File: src/rtl/mult_share_sequencer.sv
// Two-requester front end for the shared 4x4 multiplier / shifter / accumulator:
// round-robin grant, four partial-product steps, then a valid/ready result.
module mult_share_sequencer #(
   parameter int FIRST_PRIO = 0,
   parameter int SKIP_ZERO  = 1
) (
   input  logic        clk,
   input  logic        reset_a,
   input  logic        req_valid0,
   input  logic [7:0]  a0,
   input  logic [7:0]  b0,
   output logic        req_ready0,
   input  logic        req_valid1,
   input  logic [7:0]  a1,
   input  logic [7:0]  b1,
   output logic        req_ready1,
   output logic [7:0]  mul_dataa,
   output logic [7:0]  mul_datab,
   output logic [1:0]  mul_input_sel,
   output logic [1:0]  mul_shift_sel,
   output logic        mul_clk_ena,
   output logic        mul_sclr_n,
   input  logic [15:0] mul_product,
   output logic        rsp_valid,
   input  logic        rsp_ready,
   output logic [15:0] rsp_data,
   output logic        rsp_id,
   output logic        busy,
   output logic [2:0]  state_out
);

   typedef enum logic [2:0] {
      IDLE = 3'd0, CLR = 3'd1, ACC0 = 3'd2, ACC1 = 3'd3,
      ACC2 = 3'd4, ACC3 = 3'd5, DONE = 3'd6, RSP = 3'd7
   } state_t;

   state_t      state_q, state_d;
   logic [7:0]  dataa_q, dataa_d, datab_q, datab_d;
   logic        gid_q, gid_d, last_q, last_d, rsp_id_q, rsp_id_d;
   logic [15:0] rsp_data_q, rsp_data_d;
   logic        gnt_vld, gnt_id, skip;

   // On a tie the requester that did not win last time goes first.
   assign gnt_vld = req_valid0 | req_valid1;
   assign gnt_id  = (req_valid0 & req_valid1) ? ~last_q : req_valid1;
   assign skip    = (SKIP_ZERO != 0) && ((dataa_q == 8'h00) || (datab_q == 8'h00));

   always_comb begin
      state_d       = state_q;
      dataa_d       = dataa_q;
      datab_d       = datab_q;
      gid_d         = gid_q;
      last_d        = last_q;
      rsp_data_d    = rsp_data_q;
      rsp_id_d      = rsp_id_q;
      req_ready0    = 1'b0;
      req_ready1    = 1'b0;
      mul_clk_ena   = 1'b0;
      mul_sclr_n    = 1'b1;
      mul_input_sel = 2'b00;
      mul_shift_sel = 2'b00;
      rsp_valid     = 1'b0;
      case (state_q)
         IDLE: if (gnt_vld) begin
            req_ready0 = ~gnt_id;
            req_ready1 = gnt_id;
            dataa_d    = gnt_id ? a1 : a0;
            datab_d    = gnt_id ? b1 : b0;
            gid_d      = gnt_id;
            last_d     = gnt_id;
            state_d    = CLR;
         end
         CLR: begin
            mul_sclr_n  = 1'b0;
            mul_clk_ena = 1'b1;
            state_d     = skip ? DONE : ACC0;
         end
         ACC0: begin
            mul_clk_ena = 1'b1;
            state_d     = ACC1;
         end
         ACC1: begin
            mul_clk_ena   = 1'b1;
            mul_input_sel = 2'b01;
            mul_shift_sel = 2'b01;
            state_d       = ACC2;
         end
         ACC2: begin
            mul_clk_ena   = 1'b1;
            mul_input_sel = 2'b10;
            mul_shift_sel = 2'b01;
            state_d       = ACC3;
         end
         ACC3: begin
            mul_clk_ena   = 1'b1;
            mul_input_sel = 2'b11;
            mul_shift_sel = 2'b10;
            state_d       = DONE;
         end
         DONE: begin
            rsp_data_d = skip ? 16'h0000 : mul_product;
            rsp_id_d   = gid_q;
            state_d    = RSP;
         end
         RSP: begin
            rsp_valid = 1'b1;
            if (rsp_ready) state_d = IDLE;
         end
         default: state_d = IDLE;
      endcase
   end

   always_ff @(posedge clk or negedge reset_a) begin
      if (!reset_a) begin
         state_q    <= IDLE;
         dataa_q    <= 8'h00;
         datab_q    <= 8'h00;
         gid_q      <= 1'b0;
         last_q     <= (FIRST_PRIO == 0);
         rsp_data_q <= 16'h0000;
         rsp_id_q   <= 1'b0;
      end else begin
         state_q    <= state_d;
         dataa_q    <= dataa_d;
         datab_q    <= datab_d;
         gid_q      <= gid_d;
         last_q     <= last_d;
         rsp_data_q <= rsp_data_d;
         rsp_id_q   <= rsp_id_d;
      end
   end

   assign mul_dataa = dataa_q;
   assign mul_datab = datab_q;
   assign rsp_data  = rsp_data_q;
   assign rsp_id    = rsp_id_q;
   assign busy      = (state_q != IDLE);
   assign state_out = state_q;

endmodule

File: config.mk
export PLATFORM = sky130hd
export DESIGN_NAME = mult_share_sequencer
export DESIGN_NICKNAME = d
export VERILOG_FILES = /design/src/rtl/mult_share_sequencer.sv
export SDC_FILE = /design/constraint.sdc
export NUM_CORES = 1
export LEC_CHECK = 0
export CAP_MARGIN = 20
export CORE_ASPECT_RATIO = 0.5
export CORE_UTILIZATION = 28
export DETAILED_ROUTE_END_ITERATION = 8
export GPL_TIMING_DRIVEN = 1
export SLEW_MARGIN = 30
export SYNTH_ARGS = -nofsm -noshare
export SYNTH_HDL_FRONTEND = slang
export SYNTH_SLANG_ARGS = --single-unit
File: constraint.sdc
create_clock -name clk -period 1.95 [get_ports clk]
set_clock_uncertainty 0.1 [all_clocks]
set_input_delay 0.39 -clock clk [delete_from_list [all_inputs] [get_ports clk]]
set_output_delay 0.39 -clock clk [all_outputs]
set_load 0.01 [all_outputs]
==> impl_metrics.py, run 1 <==
metrics = {
    "run": {
        "cap_violations": 0,
    },
    "timing": {
        "period_share": 0.971,
        "worstMarginPinSlew_ns": 0.465,
        "fin_ws_ns": 0.0558,
        "hold_slack_ns": 0.0449,
        "grt_setup_unrepaired": "no",
        "min_period_ns": 1.89,
        "maxSlewHeadroom": 0.687,
        "slew_violations": 0,
        "finalSetupViolCount": 0,
        "hold_viol": 0,
        "setup_tns_ns": 0,
        "fmax_mhz": 528,
    },
    "grt": {
        "grt_max_degree": 39,
        "antenna_found_initial": 0,
        "grt_pass1_wl_mm": 7.94,
        "grt-ovfl-total": 0,
        "track_usage": 0.156,
        "first_global_vias": 1559,
    },
    "floorplanning": {
        "rows": 19,
        "ios": 99,
        "core_sq_um": 5680,
        "die-area_sq_um": 6440,
        "initial_core_util": 0.301,
        "fp.dieW_um": 113,
        "die_height_um": 57.3,
    },
    "clock_tree": {
        "cts_root_buffer": "clkbuf_16",
        "path_clk_slew_ns": 0.06,
        "cts_max_path_buffers": 2,
        "clk_latency_ns": 0.28,
        "clock-sinks": 38,
        "h-tree-depth": 2,
        "cts-buffers-inserted": 5,
        "cts_tree": "built",
    },
    "cells_and_area": {
        "fin_util": 0.534,
        "nets": 308,
        "drive_gt1_frac": 0.203,
        "final_cell_mix": "clkdlybuf4s50_1, dfrtp_1, a22o_1",
        "mostFrequentLayoutCell": "clkdlybuf4s50_1",
        "diodes": 0,
        "synthToLayoutAreaGrowth_pct": 77.5,
    },
    "drt": {
        "route.detailed.drc": 0,
        "via_count": 1550,
        "finalWirelength_mm": 4.77,
        "wire_per_inst_um": 14.5,
        "initialDrtViolationCount": 39,
        "routed_via_density": 4.71,
        "drt_pre_antenna_iters": 4,
        "antenna_left": 0,
    },
    "power_and_ir_drop": {
        "p_total_mw": 4.63,
        "p_leak_nw": 1.39,
        "pwr_density_cell_nw_per_um2": 1530,
        "vdd_drop_max_mv": 0.558,
    },
    "logic_synthesis": {
        "synth_top_cell_area_share": 0.541,
        "synth_area_leaders": "dfrtp_1, a22o_1, mux2i_1",
        "syn_nets": 195,
        "ys.flop_type": "dfrtp_1",
        "ys_async_sr_fraction": 1.00,
        "synth_area_leader_cell": "dfrtp_1",
        "synth_cell_types": 34,
        "netlist_area_sq_um": 1710,
        "synth_cells": 142,
        "synth-edff-count": 0,
        "ys_warn_count": 0,
        "synth_seq_cells": 38,
        "syn_avg_cell_area_sq_um": 12.0,
        "ys_seq_area_frac": 0.557,
    },
    "critical_path": {
        "worst_ep_required_time_ns": 1.46,
        "cp_max_fo": 3,
        "cp.arrival_ns": 1.40,
        "slowest_stage": "clkdlybuf4s50_1",
        "cp-start-kind": "input port",
        "max_stage_delay_ns": 0.52,
        "path_cells": "clkdlybuf4s50_1, a21boi_4, buf_4, nor2_2, buf_2",
        "endpoint_kind": "output port",
        "worstSetupPathType": "input port to output port",
    },
    "run_status": {
        "outcome": "completed",
    },
    "placed_design": {
        "io_buffers": 98,
        "place_congestion": 0.753,
        "preCtsSetupSlack_ns": -0.377,
        "dp.final_hpwl_mm": 3.56,
    },
    "hold_path": {
        "hold_path_class": "input port to asynchronous set/reset pin",
    },
}
timing repair:
item / 4_1_cts / 5_1_grt
pin swaps: 0 / 1
hold buffers: 0 / 0
endpoints found under the setup margin: 10 / 20
buffers inserted: 3 / 1
gates resized for setup: 25 / 6
synthesized netlist by cell type (2+ instances only):
cell type  count
buf_2          3
dfrtp_1       37
a21o_1         9
nor2_1         4
clkbuf_1       3
or4_4          2
nand2_1       12
inv_1          3
a22o_1        17
and3_1         2
a22o_2         6
nor4_2         2
mux2i_1        9
o21ai_0       12
a21oi_1        2
registers in the layout, summed over array words and instances, names as in the netlist:
register   count
rsp_id         1
last_q         1
mul_dataa      8
state_out      3
gid_q          1
mul_datab      8
rsp_data      16
worst max-delay path: cells and delay by family:
family | cells | cell delay [ns]
AO/OA/AOI/OAI | 1 | 0.08
buffers and inverters | 3 | 0.81
AND/OR/NAND/NOR | 1 | 0.13
final timing paths:
kind / startpoint / endpoint / slack, ns / depth (start not counted)
setup / recovery: req_valid0 / req_ready0 / 0.06 / 5
hold / removal: reset_a / rsp_data[7] / 0.04 / 2
setup reg to reg: mul_datab[5] / rsp_data[2] / 0.19 / 5
hold reg to reg: gid_q / gid_q / 0.39 / 1
max in group asynchronous: reset_a / last_q / 1.34 / 2
min in group clk: gid_q / gid_q / 0.39 / 1
routing by layer:
metal | vias up | GRT usage | share of wire
met3 | 0 | 0.0298 | 0.026
met5 | - | 0 | 0
met2 | 32 | 0.250 | 0.49
met4 | 0 | 0.0286 | 0
li1 | 749 | - | -
met1 | 769 | 0.223 | 0.48
stage by stage:
step | std cells | instance area, sq um
after detailed placement | 317 | 2820
after floorplan | 142 | 1710
final | 329 | 3040
after CTS | 328 | 3010
after global routing | 329 | 3040
after global placement | 317 | 2820
cells by family (layout without fill, tap and decap cells):
logic type / count (synthesis) / in the layout / share of synthesized area
AND/OR/NAND/NOR: 30 / 30 / 0.108
multiplexers: 10 / 10 / 0.0593
buffers and inverters: 12 / 126 / 0.0380
AO/OA/AOI/OAI: 52 / 52 / 0.238
flip-flops: 38 / 38 / 0.557
cell type report:
class	count	area, sq um
sequential	38	952
multi-input combinational	92	718
inverter	3	11.3
timing repair buffer	115	1110
clock inverter	2	12.5
clock buffer	6	139
tap	73	91.3
fill	517	2650
where the power goes:
part	switching [mW]	leakage, nW	internal (mW)
clock	0.314	0.0729	0.506
combinational	0.947	0.842	1.40
sequential	0.296	0.472	1.17
Note: power is estimated with default switching activity, not from simulation.
==> inputs of run 2 (changes only) <==
--- a/config.mk
+++ b/config.mk
@@ -9,6 +9,7 @@
 export CORE_ASPECT_RATIO = 0.5
 export CORE_UTILIZATION = 28
 export DETAILED_ROUTE_END_ITERATION = 8
+export GPL_ROUTABILITY_DRIVEN = 0
 export GPL_TIMING_DRIVEN = 1
 export SLEW_MARGIN = 30
 export SYNTH_ARGS = -nofsm -noshare
==> results of run 2 <==
No change in the layout: final DEF, timing and power equal those of run 1.
